## src/rtl/csr_exe_ctrl_pkg.sv

```systemverilog
// Shared types and constants for the CSR execute-stage controller.
// Holds the CSR op encodings and the result-queue entry layout.
package csr_exe_ctrl_pkg;

    localparam int XLEN       = 32;
    localparam int NUM_WARP   = 8;
    localparam int DEPTH_WARP = 3;
    localparam int RQ_DEPTH   = 2;

    typedef enum logic [1:0] {
        CSR_OP_NONE = 2'b00,
        CSR_OP_W    = 2'b01,
        CSR_OP_S    = 2'b10,
        CSR_OP_C    = 2'b11
    } csr_op_e;

    typedef struct packed {
        logic [DEPTH_WARP-1:0] wid;
        logic [4:0]            rd;
        logic                  wxd;
        logic [XLEN-1:0]       data;
    } rq_entry_t;

    localparam int RQ_ENTRY_W = $bits(rq_entry_t);

endpackage

```

## src/rtl/csr_exe_ctrl_if.sv

```systemverilog
// Bundle of the issue, CSR-file and writeback signals around csr_exe_ctrl.
// slave is the controller's view; master is the surrounding pipeline's view.
interface csr_exe_ctrl_if;
    import csr_exe_ctrl_pkg::*;

    logic                  in_valid_i;
    logic                  in_ready_o;
    logic [DEPTH_WARP-1:0] in_wid_i;
    logic [31:0]           in_inst_i;
    logic [1:0]            in_csr_i;
    logic                  in_custom_i;
    logic                  in_isvec_i;
    logic [XLEN-1:0]       in_rs1_i;
    logic                  in_wxd_i;
    logic [4:0]            in_rd_i;

    logic [DEPTH_WARP-1:0] csr_wid_o;
    logic [31:0]           csr_inst_o;
    logic [1:0]            csr_ctrl_o;
    logic                  csr_custom_o;
    logic                  csr_isvec_o;
    logic [XLEN-1:0]       csr_in1_o;
    logic                  csr_write_o;
    logic [XLEN-1:0]       csr_rdata_i;

    logic                  out_valid_o;
    logic                  out_ready_i;
    logic [DEPTH_WARP-1:0] out_wid_o;
    logic [4:0]            out_rd_o;
    logic                  out_wxd_o;
    logic [XLEN-1:0]       out_data_o;

    modport slave (
        input  in_valid_i, in_wid_i, in_inst_i, in_csr_i, in_custom_i,
               in_isvec_i, in_rs1_i, in_wxd_i, in_rd_i, csr_rdata_i, out_ready_i,
        output in_ready_o, csr_wid_o, csr_inst_o, csr_ctrl_o, csr_custom_o,
               csr_isvec_o, csr_in1_o, csr_write_o,
               out_valid_o, out_wid_o, out_rd_o, out_wxd_o, out_data_o
    );

    modport master (
        output in_valid_i, in_wid_i, in_inst_i, in_csr_i, in_custom_i,
               in_isvec_i, in_rs1_i, in_wxd_i, in_rd_i, csr_rdata_i, out_ready_i,
        input  in_ready_o, csr_wid_o, csr_inst_o, csr_ctrl_o, csr_custom_o,
               csr_isvec_o, csr_in1_o, csr_write_o,
               out_valid_o, out_wid_o, out_rd_o, out_wxd_o, out_data_o
    );

endinterface

```

## src/rtl/csr_result_fifo.sv

```systemverilog
// Small synchronous FIFO with simultaneous push/pop; head is read directly
// from the storage array so a pushed entry is visible one cycle later.
module csr_result_fifo #(
    parameter  int WIDTH = 8,
    parameter  int DEPTH = 2,
    localparam int AW    = (DEPTH > 1) ? $clog2(DEPTH) : 1,
    localparam int CW    = $clog2(DEPTH + 1)
) (
    input  logic             clk,
    input  logic             srst,
    input  logic             push,
    input  logic [WIDTH-1:0] din,
    input  logic             pop,
    output logic [WIDTH-1:0] dout,
    output logic [CW-1:0]    count,
    output logic             full,
    output logic             empty
);

    logic [WIDTH-1:0] mem_reg [DEPTH];
    logic [AW-1:0]    wr_ptr_reg;
    logic [AW-1:0]    rd_ptr_reg;
    logic [CW-1:0]    count_reg;
    logic [CW-1:0]    count_next;
    logic             push_ok;
    logic             pop_ok;

    assign full  = (count_reg == CW'(DEPTH));
    assign empty = (count_reg == '0);
    assign count = count_reg;
    assign dout  = mem_reg[rd_ptr_reg];

    // A pop in the same cycle frees the slot a push into a full FIFO needs.
    assign pop_ok  = pop & ~empty;
    assign push_ok = push & (~full | pop_ok);

    always_comb begin
        count_next = count_reg;
        case ({push_ok, pop_ok})
            2'b10:   count_next = count_reg + CW'(1);
            2'b01:   count_next = count_reg - CW'(1);
            default: count_next = count_reg;
        endcase
    end

    // Pointers wrap naturally because DEPTH is a power of two.
    always_ff @(posedge clk) begin
        if (srst) begin
            wr_ptr_reg <= '0;
            rd_ptr_reg <= '0;
            count_reg  <= '0;
            for (int i = 0; i < DEPTH; i++) begin
                mem_reg[i] <= '0;
            end
        end else begin
            count_reg <= count_next;
            if (push_ok) begin
                mem_reg[wr_ptr_reg] <= din;
                wr_ptr_reg          <= wr_ptr_reg + AW'(1);
            end
            if (pop_ok) begin
                rd_ptr_reg <= rd_ptr_reg + AW'(1);
            end
        end
    end

endmodule

```

## src/rtl/csr_exe_ctrl.sv

```systemverilog
// Execute-stage CSR controller: forwards each accepted op to the CSR file,
// strobes the commit once, and queues the pre-write rd value for writeback.
module csr_exe_ctrl
    import csr_exe_ctrl_pkg::*;
(
    input  logic          clk,
    input  logic          rst,
    csr_exe_ctrl_if.slave bus
);

    localparam int CW = $clog2(RQ_DEPTH + 1);

    logic      fire;
    logic      pop;
    logic      rq_full;
    logic      rq_empty;
    logic [CW-1:0] rq_count;
    rq_entry_t push_entry;
    rq_entry_t head_entry;

    assign bus.csr_wid_o    = bus.in_wid_i;
    assign bus.csr_inst_o   = bus.in_inst_i;
    assign bus.csr_ctrl_o   = bus.in_csr_i;
    assign bus.csr_custom_o = bus.in_custom_i;
    assign bus.csr_isvec_o  = bus.in_isvec_i;
    assign bus.csr_in1_o    = bus.in_rs1_i;

    // Stalled requests never reach the CSR file: the commit strobe is gated by ready.
    assign bus.in_ready_o  = ~rst & ((rq_count < CW'(RQ_DEPTH)) | bus.out_ready_i);
    assign fire            = bus.in_valid_i & bus.in_ready_o;
    assign bus.csr_write_o = fire;

    assign bus.out_valid_o = ~rq_empty;
    assign pop             = bus.out_valid_o & bus.out_ready_i;

    // rd data is the value the CSR file shows before this cycle's commit.
    always_comb begin
        push_entry      = '0;
        push_entry.wid  = bus.in_wid_i;
        push_entry.rd   = bus.in_rd_i;
        push_entry.wxd  = bus.in_wxd_i;
        push_entry.data = bus.csr_rdata_i;
    end

    csr_result_fifo #(
        .WIDTH (RQ_ENTRY_W),
        .DEPTH (RQ_DEPTH)
    ) u_fifo (
        .clk   (clk),
        .srst  (rst),
        .push  (fire),
        .din   (push_entry),
        .pop   (pop),
        .dout  (head_entry),
        .count (rq_count),
        .full  (rq_full),
        .empty (rq_empty)
    );

    assign bus.out_wid_o  = head_entry.wid;
    assign bus.out_rd_o   = head_entry.rd;
    assign bus.out_wxd_o  = head_entry.wxd;
    assign bus.out_data_o = head_entry.data;

    a_full_matches_count: assert property (
        @(posedge clk) disable iff (rst) rq_full |-> (rq_count == CW'(RQ_DEPTH))
    );

endmodule

```

## src/flat_wrapper.sv

```systemverilog
// flat-port wrapper written by rule: the top's interface ports become plain ports
module csr_exe_ctrl_flat import csr_exe_ctrl_pkg::*;
  (clk, rst, bus_in_valid_i, bus_in_wid_i, bus_in_inst_i, bus_in_csr_i, bus_in_custom_i, bus_in_isvec_i, bus_in_rs1_i, bus_in_wxd_i, bus_in_rd_i, bus_csr_rdata_i, bus_out_ready_i, bus_in_ready_o, bus_csr_wid_o, bus_csr_inst_o, bus_csr_ctrl_o, bus_csr_custom_o, bus_csr_isvec_o, bus_csr_in1_o, bus_csr_write_o, bus_out_valid_o, bus_out_wid_o, bus_out_rd_o, bus_out_wxd_o, bus_out_data_o);
  csr_exe_ctrl_if bus_i ();
  input  logic clk;
  input  logic rst;
  input wire logic [$bits(bus_i.in_valid_i)-1:0] bus_in_valid_i;
  input wire logic [$bits(bus_i.in_wid_i)-1:0] bus_in_wid_i;
  input wire logic [$bits(bus_i.in_inst_i)-1:0] bus_in_inst_i;
  input wire logic [$bits(bus_i.in_csr_i)-1:0] bus_in_csr_i;
  input wire logic [$bits(bus_i.in_custom_i)-1:0] bus_in_custom_i;
  input wire logic [$bits(bus_i.in_isvec_i)-1:0] bus_in_isvec_i;
  input wire logic [$bits(bus_i.in_rs1_i)-1:0] bus_in_rs1_i;
  input wire logic [$bits(bus_i.in_wxd_i)-1:0] bus_in_wxd_i;
  input wire logic [$bits(bus_i.in_rd_i)-1:0] bus_in_rd_i;
  input wire logic [$bits(bus_i.csr_rdata_i)-1:0] bus_csr_rdata_i;
  input wire logic [$bits(bus_i.out_ready_i)-1:0] bus_out_ready_i;
  output wire logic [$bits(bus_i.in_ready_o)-1:0] bus_in_ready_o;
  output wire logic [$bits(bus_i.csr_wid_o)-1:0] bus_csr_wid_o;
  output wire logic [$bits(bus_i.csr_inst_o)-1:0] bus_csr_inst_o;
  output wire logic [$bits(bus_i.csr_ctrl_o)-1:0] bus_csr_ctrl_o;
  output wire logic [$bits(bus_i.csr_custom_o)-1:0] bus_csr_custom_o;
  output wire logic [$bits(bus_i.csr_isvec_o)-1:0] bus_csr_isvec_o;
  output wire logic [$bits(bus_i.csr_in1_o)-1:0] bus_csr_in1_o;
  output wire logic [$bits(bus_i.csr_write_o)-1:0] bus_csr_write_o;
  output wire logic [$bits(bus_i.out_valid_o)-1:0] bus_out_valid_o;
  output wire logic [$bits(bus_i.out_wid_o)-1:0] bus_out_wid_o;
  output wire logic [$bits(bus_i.out_rd_o)-1:0] bus_out_rd_o;
  output wire logic [$bits(bus_i.out_wxd_o)-1:0] bus_out_wxd_o;
  output wire logic [$bits(bus_i.out_data_o)-1:0] bus_out_data_o;
  assign bus_i.in_valid_i = bus_in_valid_i;
  assign bus_i.in_wid_i = bus_in_wid_i;
  assign bus_i.in_inst_i = bus_in_inst_i;
  assign bus_i.in_csr_i = bus_in_csr_i;
  assign bus_i.in_custom_i = bus_in_custom_i;
  assign bus_i.in_isvec_i = bus_in_isvec_i;
  assign bus_i.in_rs1_i = bus_in_rs1_i;
  assign bus_i.in_wxd_i = bus_in_wxd_i;
  assign bus_i.in_rd_i = bus_in_rd_i;
  assign bus_i.csr_rdata_i = bus_csr_rdata_i;
  assign bus_i.out_ready_i = bus_out_ready_i;
  assign bus_in_ready_o = bus_i.in_ready_o;
  assign bus_csr_wid_o = bus_i.csr_wid_o;
  assign bus_csr_inst_o = bus_i.csr_inst_o;
  assign bus_csr_ctrl_o = bus_i.csr_ctrl_o;
  assign bus_csr_custom_o = bus_i.csr_custom_o;
  assign bus_csr_isvec_o = bus_i.csr_isvec_o;
  assign bus_csr_in1_o = bus_i.csr_in1_o;
  assign bus_csr_write_o = bus_i.csr_write_o;
  assign bus_out_valid_o = bus_i.out_valid_o;
  assign bus_out_wid_o = bus_i.out_wid_o;
  assign bus_out_rd_o = bus_i.out_rd_o;
  assign bus_out_wxd_o = bus_i.out_wxd_o;
  assign bus_out_data_o = bus_i.out_data_o;
  csr_exe_ctrl u_core (.clk(clk), .rst(rst), .bus(bus_i));
endmodule
```

## config.mk

```make
export PLATFORM = sky130hd
export DESIGN_NAME = csr_exe_ctrl_flat
export DESIGN_NICKNAME = d
export VERILOG_FILES = /design/src/rtl/csr_exe_ctrl_pkg.sv /design/src/rtl/csr_exe_ctrl_if.sv /design/src/rtl/csr_result_fifo.sv /design/src/rtl/csr_exe_ctrl.sv /design/src/flat_wrapper.sv
export SDC_FILE = /design/constraint.sdc
export NUM_CORES = 1
export LEC_CHECK = 0
export BUFFER_PORTS_ARGS = -buffer_cell sky130_fd_sc_hd__buf_4
export CELL_PAD_IN_SITES_DETAIL_PLACEMENT = 0
export CELL_PAD_IN_SITES_GLOBAL_PLACEMENT = 1
export CORE_MARGIN = 4
export CORE_UTILIZATION = 35
export CTS_BUF_LIST = sky130_fd_sc_hd__clkbuf_2 sky130_fd_sc_hd__clkbuf_4 sky130_fd_sc_hd__clkbuf_8
export CTS_CLUSTER_DIAMETER = 100
export DETAILED_ROUTE_END_ITERATION = 10
export GPL_ROUTABILITY_DRIVEN = 0
export PLACE_DENSITY = 0.83
export SYNTH_ARGS = -nofsm -noshare
export SYNTH_HDL_FRONTEND = slang
export SYNTH_SLANG_ARGS = --single-unit
```

## constraint.sdc

```tcl
create_clock -name clk -period 2.68 [get_ports clk]
set_clock_uncertainty 0.2 [all_clocks]
set_input_delay 0.268 -clock clk [delete_from_list [all_inputs] [get_ports clk]]
set_output_delay 0.268 -clock clk [all_outputs]
set_load 0.1 [all_outputs]
```

==> flow_metrics.tcl, run 1 <==
set metrics [dict create \
    clk_latency_ps 350 \
    vias 2521 \
    grt_pass1_wl_microns 14190 \
    timing.fmax_mhz 433.2 \
    ys_ff_latch 87 \
    synth_edf_count 82 \
    yosysTopAreaCell "edfxtp_1" \
    via_per_inst 4.526 \
    clkPwrFrac_pct 18.0 \
    path_cells "dlygate4sd3_1 -> buf_4 -> or3_2 -> ha_1 -> or3_2 -> a21oi_1" \
    ir_drop_v 0.0003209 \
    ys_seq_area_share_pct 59.07 \
    p_sw_w 0.002234 \
    drt_iter0_markers 213 \
    yosysMostFrequentCell "edfxtp_1" \
    fillers 1183 \
    synthTopCellsByCount "82 x edfxtp_1, 75 x nor2_1, 71 x buf_4" \
    overflow 0 \
    n_antenna_cell 0 \
    setup_tns_ps 0 \
    syn_nets 481 \
    min_delay_path_depth 3 \
    remaining_drc_errors 0 \
    finalNonFillerCells 557 \
    final-seq-area_sq_um 2564 \
    critPathSlowestCell "dlygate4sd3_1" \
    grt_pass1_vias 2511 \
    dieArea_sq_um 14240 \
    grt_max_degree 42 \
    yosys.area.top_type_share_pct 56.76 \
    drt-wirelength-per-cell_microns 16.95 \
    status "finished clean" \
    start_kind "input pin" \
    path_common_cell "or3_2" \
    hold_viol_final 0 \
    multi_input_area_sq_um 1115 \
    min_period_ps 2308 \
    reg2reg_from "u_core.u_fifo.count[1]" \
    final_nets 498 \
    comb_power_share_pct 46.4 \
    synthTopCellsByArea "edfxtp_1 57%, buf_4 12%, mux2_2 11%, nor2_1 6.5%, nand2_1 3.5%" \
    crit_path_max_incr_delay_ps 540 \
    port_buffers 91 \
    tightest_slew_ps 1154 \
    pin_count 228 \
    core_region_area_sq_um 12060 \
    grt_usage_pct 13.09 \
    row_count 40 \
    cts.sinks 87 \
    critPathTopFamily "simple AND/OR/NAND/NOR gates" \
    synth_cell_types 25 \
    die-height_microns 119.3 \
    firstDrtPassIters 4 \
    maxSlewViolCount 0 \
    worstPathArrival_ps 2400 \
    cts_buffers 9 \
    cts_tree "built" \
    clkTransAtPathRegs_ps 90 \
    clk_path_buf_depth 2 \
    rrSetupSlack_ps 560 \
    fp.dieW_microns 119.3 \
    antenna_found_initial 0 \
    slew_headroom_pct 23.05 \
    maxCapViolCount 0 \
    hp-start "bus_csr_rdata_i[23]" \
    largest_reg_flops 82 \
    synth.avg_cell_area_sq_um 11.82 \
    hold_class "in2reg" \
    p_leak_nw 1.945 \
    ys_async_sr_fraction_pct 0 \
    wl_microns 9442 \
    crit_buf_inv 2 \
    cts_root_buf "clkbuf_8" \
    reg2reg_depth 5 \
    whs_endpoint "u_core.u_fifo.mem_reg[0][23]" \
    yosysWarningCount 0 \
    hpwlAfterDp_microns 6616 \
    syn_inst 367 \
    ctsResizeCount 0 \
    p_sw_share_pct 45.98 \
    htreeDepth 3 \
    rsz0062_at_grt "no" \
    post_route_cells_drive_above_1_share_pct 44.22 \
    dpl.cell_count 540 \
    p_int_w 0.002625 \
    min_period_over_period_pct 86.13 \
    setup_viol 0 \
    syn_area_sq_um 4338 \
    critical_path_class "in2reg" \
    antenna_left 0 \
    ys.flop_type "edfxtp_1" \
    pwr-share-seq_pct 35.6 \
    required_ps 2770 \
    power.density_nw_per_um2 1007 \
    hold-worst-slack_ps 31.22 \
    worstReg2RegEnd "u_core.u_fifo.count[1]" \
    path_max_fanout 11 \
    start_util_pct 35.96 \
    endpoint_kind "flop" \
    hold_buffers 1 \
    area_delta_synth_final_pct 11.28 \
    post-cts-setup-buffers 0 \
]
## placed cells by master, fill, tap and decap left out
master         count
bufinv_16          1
nand3b_1           1
ha_1               1
or3_2              4
xnor2_1            2
nor2b_4            1
o21a_1             1
nor2_1            75
nor2_2            11
edfxtp_1          82
or2_2              1
mux2_2            41
dfxtp_1            4
dfxtp_2            1
buf_12             1
inv_1              2
xor2_1             1
o21ai_0            2
clkinv_1           1
buf_4             95
or2b_1             1
nand2_1           41
clkinvlp_4         2
dlygate4sd3_1      1
a31o_2             1
clkbuf_8           9
nand2b_2           1
clkinv_2           3
a21oi_1            2
## worst max-delay path by stage
stage                   startpoint                           to  slack (ps)  depth (start not counted)
floorplan           bus_in_valid_i  u_core.u_fifo.mem_reg[0][0]         190                          4
global placement    bus_in_valid_i       u_core.u_fifo.count[1]         530                          6
detailed placement  bus_in_valid_i       u_core.u_fifo.count[1]         530                          6
CTS                           flop           bus_out_data_o[14]         340                          3
global route                  flop             bus_out_wid_o[2]         280                          3
finish                         rst       u_core.u_fifo.count[1]         370                          6
## routing by layer
metal | vias to the layer above | global-route usage (%) | share of wire, %
li1 | 1186 | - | -
met1 | 1193 | 13.15 | 34
met2 | 121 | 24.02 | 56
met3 | 21 | 5.033 | 8.9
met4 | 0 | 5.512 | 1.8
met5 | - | 0 | 0
## cells by family after synthesis
| logic type | Yosys count | synth area share (%) |
|---|---|---|
| AND/OR/NAND/NOR | 136 | 13.24 |
| buffers and inverters | 93 | 15.32 |
| flip-flops | 87 | 59.07 |
| multiplexers | 41 | 10.64 |
| AO/OA/AOI/OAI | 6 | 0.8366 |
| XOR/XNOR | 3 | 0.6058 |
| adder cells (fa/ha/maj) | 1 | 0.2884 |
## power groups by stage
stage,registers [W],logic [W],clock network (W)
2_1_floorplan,0.00172,0.00238,0
4_1_cts,0.00174,0.00228,0.000901
5_1_grt,0.00175,0.00233,0.000964
3_3_place_gp,0.00176,0.00226,0
3_5_place_dp,0.00177,0.00227,0
6_report,0.00173,0.00225,0.000874
## layout make-up
class                   count  share of cell area, %
clock buffers               9                  2.566
clock inverters             7                  1.322
inverters                   2                 0.1555
multi-input cells         187                  23.09
flip-flops and latches     87                  53.11
well taps                 168                  4.355
repair buffers             97                  15.40
## metrics by stage
stage / cell area [sq um] / utilization, % / total power, W / worst slack [ps]
after floorplan: 4338 / - / 0.004094 / 192.6
after CTS: 4827 / 40.02 / 0.004918 / 341.7
final: 4827 / 40.02 / 0.004859 / 371.8
after detailed placement: 4629 / 38.38 / 0.004041 / 525.0
after global routing: 4827 / 40.02 / 0.005048 / 275.7
after global placement: 4629 / 38.38 / 0.004016 / 528.2
## worst min-delay path: cells and delay by family
| family | cells | cell delay [ps] |
|---|---|---|
| AND/OR/NAND/NOR | 2 | 140 |
| buffers and inverters | 1 | 80 |
(Power assumes the default switching activity.)
==> run 2, diff against run 1 <==
--- a/config.mk
+++ b/config.mk
@@ -8,6 +8,7 @@
 export BUFFER_PORTS_ARGS = -buffer_cell sky130_fd_sc_hd__buf_4
 export CELL_PAD_IN_SITES_DETAIL_PLACEMENT = 0
 export CELL_PAD_IN_SITES_GLOBAL_PLACEMENT = 1
+export CORE_ASPECT_RATIO = 0.7
 export CORE_MARGIN = 4
 export CORE_UTILIZATION = 35
 export CTS_BUF_LIST = sky130_fd_sc_hd__clkbuf_2 sky130_fd_sc_hd__clkbuf_4 sky130_fd_sc_hd__clkbuf_8
==> run 2 against run 1 <==
  * Die area rose by 0.20%
  * Combinational power barely moved
  * Clock power fell by 8.9%
  * Critical path type is now reg2out
  * Largest power group unchanged
  * Highest routed layer unchanged
==> flow_metrics.tcl, run 2 (synthesis gave the netlist of run 1 again) <==
set metrics [dict create \
    path_max_fanout 25 \
    post_route_cells_drive_above_1_share_pct 44.64 \
    cts_root_buf "clkbuf_8" \
    start_kind "flop" \
    clkTransAtPathRegs_ps 80 \
    clk_latency_ps 340 \
    tightest_slew_ps 953.4 \
    setup_tns_ps 0 \
    cts.sinks 87 \
    wl_met1_microns 3402 \
    row_count 33 \
    status "finished clean" \
    die-height_microns 101.1 \
    pin_count 228 \
    area_delta_synth_final_pct 11.10 \
    post-cts-setup-buffers 0 \
    final_cell_mix "98 x buf_4, 82 x edfxtp_1, 75 x nor2_1, 41 x mux2_2, 41 x nand2_1" \
    hold_class "in2reg" \
    final_common_cell "buf_4" \
    slew_headroom_pct 36.44 \
    min_period_over_period_pct 87.24 \
    clk_path_buf_depth 2 \
    top_layer_used "met4" \
    hpwlAfterDp_microns 6168 \
    port_buffers 91 \
    place_area_sq_um 4638 \
    largest_reg_flops 82 \
    final_nets 501 \
    core_region_area_sq_um 11890 \
    critical_path_class "reg2out" \
    final-seq-area_sq_um 2564 \
    power.density_nw_per_um2 992.7 \
    wl_met3_microns 844 \
    antenna_left 0 \
    drt-wirelength-per-cell_microns 16.26 \
    min_period_ps 2338 \
    maxCapViolCount 0 \
    htreeDepth 3 \
    ir_drop_v 0.0004169 \
    firstDrtPassIters 4 \
    grt_pass1_wl_microns 13580 \
    grt_pass1_vias 2631 \
    timing.fmax_mhz 427.7 \
    required_ps 2210 \
    remaining_drc_errors 0 \
    endpoint_kind "output pin" \
    fillers 1148 \
    grt_usage_pct 12.30 \
    hold_buffers 1 \
    wl_met2_microns 4519 \
    fin_util_pct 40.53 \
    stdcell_area_sq_um 4820 \
    vias 2540 \
    via_per_inst 4.627 \
    worstPathArrival_ps 1870 \
    rsz0062_at_grt "no" \
    crit_path_max_incr_delay_ps 650 \
    power_w 0.004784 \
    grt_max_degree 43 \
    n_antenna_cell 0 \
    wl_microns 8926 \
    ctsResizeCount 0 \
    maxSlewViolCount 0 \
    setup_viol 0 \
    path_cells "buf_12 -> mux2_2 -> buf_4" \
    hold_viol_final 0 \
    cts_tree "built" \
    multi_input_area_sq_um 1115 \
    p_leak_nw 1.951 \
    drt_iter0_markers 116 \
    reg2reg_depth 5 \
    fp.dieW_microns 141.1 \
    min_delay_path_depth 3 \
    critPathSlowestCell "dfxtp_2" \
    start_util_pct 36.48 \
    antenna_found_initial 0 \
    dieArea_sq_um 14270 \
    cts_buffers 9 \
    overflow 0 \
]
==> run 2: cell count changes in the layout (fill, tap and decap cells not counted) <==
cell,previous run,this run
clkbuf_4,0,2
clkinv_2,3,1
inv_6,0,1
buf_4,95,98
bufinv_16,1,0
==> run 2: worst paths after layout <==
| path | from | end | slack [ps] |
|---|---|---|---|
| worst min register to register | u_core.u_fifo.rd_ptr_reg | flop | 320 |
| worst min-delay path | bus_in_wxd_i | u_core.u_fifo.mem_reg[1][32] | 30 |
| worst max register to register | u_core.u_fifo.count[1] | u_core.u_fifo.count[1] | 550 |
| worst max-delay path | flop | bus_out_data_o[20] | 340 |
==> run 2: worst max-delay path, delay by kind of cell, from the launching register on <==
kind,cells,cell delay (ps)
flops,1,650
buf+inv,2,500
mux,1,370
==> run 2: final cells by class <==
cell class | count | area share (%)
Inverter | 2 | 0.1558
Clock inverter | 5 | 0.6750
Multi-Input combinational cell | 187 | 23.13
Timing Repair Buffer | 100 | 15.89
Tap cell | 157 | 4.076
Sequential cell | 87 | 53.19
Clock buffer | 11 | 2.882
==> run 2: routing by layer <==
metal	vias up	GRT usage (%)
li1	1191	-
met2	113	21.44
met1	1216	13.72
met4	0	3.797
met5	-	0
met3	20	5.427
==> run 2: through the flow <==
stage,hold slack (ps),cells,setup WS (ps)
finish,33.09,549,341.9
global route,25.19,549,231.1
CTS,7.384,549,281.2
detailed placement,309.1,532,540.1
global placement,299.6,532,576.4
floorplan,280.9,367,192.6
==> run 2: report_power, final <==
group | switching, W | internal [W] | total, W
combinational | 0.00170 | 0.000555 | 0.00225
clock | 0.000440 | 0.000356 | 0.000796
sequential | 0.0000875 | 0.00165 | 0.00174
